==> config.mk <==
export PLATFORM = sky130hd
export DESIGN_NAME = rs232_receiver
export DESIGN_NICKNAME = d
export VERILOG_FILES = /design/src/rtl/rs232_receiver.sv
export SDC_FILE = /design/constraint.sdc
export NUM_CORES = 1
export LEC_CHECK = 0
export ABC_AREA = 1
export BUFFER_PORTS_ARGS = -buffer_cell sky130_fd_sc_hd__buf_2
export CAP_MARGIN = 20
export CORE_MARGIN = 4
export CORE_UTILIZATION = 35
export CTS_BUF_LIST = sky130_fd_sc_hd__clkbuf_8
export CTS_CLUSTER_DIAMETER = 120
export DETAILED_ROUTE_END_ITERATION = 6
export SETUP_SLACK_MARGIN = 0.1
export SYNTH_ARGS = -nofsm -noshare
export SYNTH_HDL_FRONTEND = slang
export SYNTH_SLANG_ARGS = --single-unit
==> constraint.sdc <==
create_clock -name clk -period 4.4 [get_ports clk]
set_clock_uncertainty 0.15 [all_clocks]
set_input_delay 0.44 -clock clk [delete_from_list [all_inputs] [get_ports clk]]
set_output_delay 0.44 -clock clk [all_outputs]
set_load 0.02 [all_outputs]
==> src/rtl/rs232_receiver.sv <==
// rs232_receiver: 8N1-style deframer, mid-bit sampling, valid/framing-error strobes.
// Ports: clk, rst_n, rx (serial in); data_out, data_valid, frame_err, busy, idle.
module rs232_receiver #(
  parameter int DATA_BITS    = 8,
  parameter int CLKS_PER_BIT = 16
) (
  input  logic                 clk,
  input  logic                 rst_n,
  input  logic                 rx,
  output logic [DATA_BITS-1:0] data_out,
  output logic                 data_valid,
  output logic                 frame_err,
  output logic                 busy,
  output logic                 idle
);

  localparam int HALF = CLKS_PER_BIT / 2;
  localparam int CW   = $clog2(CLKS_PER_BIT);
  localparam int BW   = $clog2(DATA_BITS + 1);

  localparam logic [CW-1:0] C_HALF = CW'(HALF - 1);
  localparam logic [CW-1:0] C_LAST = CW'(CLKS_PER_BIT - 1);
  localparam logic [BW-1:0] B_LAST = BW'(DATA_BITS - 1);

  localparam logic [2:0] S_IDLE  = 3'd0;
  localparam logic [2:0] S_START = 3'd1;
  localparam logic [2:0] S_DATA  = 3'd2;
  localparam logic [2:0] S_STOP  = 3'd3;
  localparam logic [2:0] S_BREAK = 3'd4;

  logic                 r_rx_meta;
  logic                 r_rx_sync;
  logic [1:0]           r_sync_ok;
  logic                 r_armed;
  logic [2:0]           r_state;
  logic [CW-1:0]        r_cnt;
  logic [BW-1:0]        r_bit_idx;
  logic [DATA_BITS-1:0] r_shift;
  logic [DATA_BITS-1:0] r_data_out;
  logic                 r_valid;
  logic                 r_err;
  logic [DATA_BITS-1:0] w_shift_nxt;

  // LSB arrives first, so new bits enter at the top and walk down.
  generate
    if (DATA_BITS == 1) begin : g_one
      assign w_shift_nxt = r_rx_sync;
    end else begin : g_many
      assign w_shift_nxt = {r_rx_sync, r_shift[DATA_BITS-1:1]};
    end
  endgenerate

  always_ff @(posedge clk or negedge rst_n) begin
    if (!rst_n) begin
      r_rx_meta  <= 1'b1;
      r_rx_sync  <= 1'b1;
      r_sync_ok  <= 2'b00;
      r_armed    <= 1'b0;
      r_state    <= S_IDLE;
      r_cnt      <= '0;
      r_bit_idx  <= '0;
      r_shift    <= '0;
      r_data_out <= '0;
      r_valid    <= 1'b0;
      r_err      <= 1'b0;
    end else begin
      r_rx_meta <= rx;
      r_rx_sync <= r_rx_meta;
      r_sync_ok <= {r_sync_ok[0], 1'b1};
      // After reset the line must be seen high through the
      // synchroniser before a low is trusted as a start bit;
      // this keeps the tail of an aborted frame from deframing.
      if (r_sync_ok[1] && r_rx_sync)
        r_armed <= 1'b1;
      r_valid <= 1'b0;
      r_err   <= 1'b0;
      case (r_state)
        S_IDLE: begin
          if (r_armed && !r_rx_sync) begin
            r_state <= S_START;
            r_cnt   <= '0;
          end
        end
        S_START: begin
          if (r_cnt == C_HALF) begin
            if (!r_rx_sync) begin
              r_state   <= S_DATA;
              r_cnt     <= '0;
              r_bit_idx <= '0;
            end else begin
              r_state <= S_IDLE;
            end
          end else begin
            r_cnt <= r_cnt + CW'(1);
          end
        end
        S_DATA: begin
          if (r_cnt == C_LAST) begin
            r_shift   <= w_shift_nxt;
            r_cnt     <= '0;
            r_bit_idx <= r_bit_idx + BW'(1);
            if (r_bit_idx == B_LAST)
              r_state <= S_STOP;
          end else begin
            r_cnt <= r_cnt + CW'(1);
          end
        end
        S_STOP: begin
          if (r_cnt == C_LAST) begin
            r_cnt <= '0;
            if (r_rx_sync) begin
              r_data_out <= r_shift;
              r_valid    <= 1'b1;
              r_state    <= S_IDLE;
            end else begin
              r_err   <= 1'b1;
              r_state <= S_BREAK;
            end
          end else begin
            r_cnt <= r_cnt + CW'(1);
          end
        end
        // Hold off start detection while a break keeps the line low.
        S_BREAK: begin
          if (r_rx_sync)
            r_state <= S_IDLE;
        end
        default: r_state <= S_IDLE;
      endcase
    end
  end

  assign data_out   = r_data_out;
  assign data_valid = r_valid;
  assign frame_err  = r_err;
  assign busy       = (r_state != S_IDLE);
  assign idle       = (r_state == S_IDLE);

endmodule

==> impl_results.md <==
* FFs w/ async S/R, synth at 1.000
* Core Util, Final at 0.4101
* CTS buffer count at 5
* # fillers at between 400 and 500
* Synth-to-layout area growth at 12.61%
* Max-cap violations at 0
* Leakage at approximately 0.91 nW
* Global-route wire length before repair at around 5 mm
* HP Class: primary input to async pin
* Core footprint at approximately 4400 sq um
* DR WL met3 at 112 um
* DP Cell Count at 230
* Number of enable flip-flop cells after synthesis at 0
* CP arrival at roughly 1.3 ns
* Die ar. at roughly 5700 sq um
* Routed Wire Length at between 2 and 3 mm
* Pwr dens at around 470 nW/um^2
* Post CTS Setup Buffer Count at 0
* Post-route DRC at 0
* Vias in the first global route at approximately 1100
* Total I/O pin count at 15
* Initial detailed-routing violation count at 46
* Distinct cells, synth at 24
* Crit path launch type: register
* Post-Layout Cell Count at ~240
* Number of vias in the routed layout at about 1100
* Final Power at 0.0008535 W
* Syn nets at 172
* Htree depth at 2
* Detailed-route wire length per cell at 11.06 um
* Fin. Hold Viols at 0
* Die Wd at approximately 76 um
* Fin nets at 190
* Metal2 WL at about 1.1 mm
* Vias per cell at around 4.6
* WP data required at between 3 and 4 ns
* Share of cells above drive strength 1 at 0.2742
* # diodes at 0
* RSZ-0062 raised after global routing: no
* Ys flop type: dfrtp_1
* Max Fclk at 537.3 MHz
* Max Transition Viols Final at 0
* FF/Latch Area at approximately 850 sq um
* Minimum clock period at roughly 1.9 ns
* Max_slew headroom at 0.5088
* Worst Tran Pin Value at 0.7368 ns
* Cts-stage hold buffer count at 0
* Sequential share of the synthesized area at 0.5307
* Gpl congestion at 0.8240
* Setup Crit Path Kind: register to output port
* CP max FO at 7
* Clk sink count at 34
* Cell Area, Synth at approximately 1600 sq um
* Initial Utilization at 0.3642
* Post-Route Setup TNS at 0 ns
* Capturing element type of the critical path: output port
* Clk pin slew, worst setup/hold paths at roughly 0.07 ns
* CTS tree: built
* Fin crit share at 0.4230
* Initial antenna violation count at 0
* Highest routed layer: met4
* Placement Rows at 24
* Clk_lat worst skew at roughly 0.29 ns
* Pre-Repair DR Iteration Count at 4
* Antenna-violating nets left at 0
* Post_cts resized at 0
* Cells after Synth at approximately 170
* Met1 WL at between 1 and 1.5 mm
* Deepest clock path buffer count at 2
* Status: finished clean
* Min Hold Slack at between 0.05 and 0.06 ns
* Die outline height at between 70 and 80 um
* Average size of a mapped cell at slightly below 10 sq um
* Yosys warnings at 0
* Final setup fails at 0
* Gr ovfl total at 0
* Largest net degree at the start of global routing at 35
* Multi-input gate area at 659.4 sq um
* All-Layer GR Usage at 0.1189
* DP HPWL at 1.840 mm
* Worst VDD drop at 0.0001556 V
* PortBufs at 14
* Yosys reg bits at 34
* Clock root buffer: clkbuf_8
[logic make-up (layout without fill, tap and decap cells)]
group                      count (synthesis)  in the layout  synth area share
xor gates and xnor gates                   4              4           0.02179
and+or+nand+nor                           78             78            0.2591
adders and majority gates                  2              2           0.01556
DFF                                       34             34            0.5307
AOI/OAI and AO/OA                         27             27            0.1113
other                                      1              1          0.002332
buffers and inverters                     21             40           0.05914
[area by class of cell]
type | instances | share of cell area
Sequential cell | 34 | 0.4713
Multi-Input combinational cell | 112 | 0.3642
Clock buffer | 6 | 0.04561
Timing Repair Buffer | 14 | 0.03870
Inverter | 18 | 0.03732
Tap cell | 52 | 0.03594
Clock inverter | 2 | 0.006911
[power by group]
group          switching, W  internal (W)
Clock              0.000118      0.000126
Combinational      0.000152     0.0000765
Sequential        0.0000428      0.000339
[cell usage in the layout, fill, tap and decap left out, drive strengths merged]
cell       n
a21oi      1
nand3     15
conb       1
clkbuf     6
dfrtp     32
clkinvlp   1
dfstp      2
o21ai     25
clkinv     2
buf       14
nand2     47
nor2      16
a21o       1
xor2       4
ha         2
inv       17
[worst max-delay path, stage by stage (launching register included)]
cell and delay [ns]:
dfrtp_1 0.46, nor2_2 0.21, nand2_1 0.10, inv_1 0.05
buf_2 0.15
[per-layer routing]
| metal | track usage | up-vias |
|---|---|---|
| li1 | - | 561 |
| met1 | 0.1486 | 495 |
| met2 | 0.1711 | 22 |
| met3 | 0.03694 | 9 |
| met4 | 0.08738 | 0 |
| met5 | 0 | - |
[synth_stat cells (2+ instances only)]
cell	count	area, sq um
buf_6	2	22.52
dfrtp_1	32	800.8
dfstp_2	2	52.55
ha_1	2	25.02
inv_1	16	60.06
nand2_1	42	157.7
nand2_2	3	18.77
nand2_4	2	22.52
nand3_1	13	65.06
nand3_4	2	35.03
nor2_1	8	30.03
nor2_2	4	25.02
nor2_4	2	22.52
nor2_8	2	40.04
o21ai_0	13	65.06
o21ai_1	2	10.01
o21ai_2	10	87.58
xor2_1	4	35.03
[registers in the layout (all words and copies together), names as in the netlist]
register    count
r_cnt           4
r_rx_sync       1
r_sync_ok       2
r_state         3
data_out        8
r_shift         8
frame_err       1
r_armed         1
r_rx_meta       1
r_bit_idx       4
data_valid      1
[final timing paths]
kind	start	endpoint	slack, ns	cells past startpoint
setup / recovery	r_state[0]	idle	2.54	4
hold / removal	rst_n	frame_err	0.05	1
setup reg to reg	r_cnt[0]	r_state[1]	2.72	8
hold reg to reg	r_sync_ok[0]	r_sync_ok[1]	0.20	0
max in group asynchronous	rst_n	data_out[3]	3.58	1
min in group clk	rx	r_rx_meta	0.09	1
[per-stage QoR]
step | setup WS (ns) | cell area [sq um]
6_report | 2.539 | 1810
5_1_grt | 2.429 | 1810
4_1_cts | 2.526 | 1810
3_5_place_dp | 2.712 | 1715
3_3_place_gp | 2.739 | 1715
2_1_floorplan | 2.836 | 1608
Power figures use the tool's default switching activity.
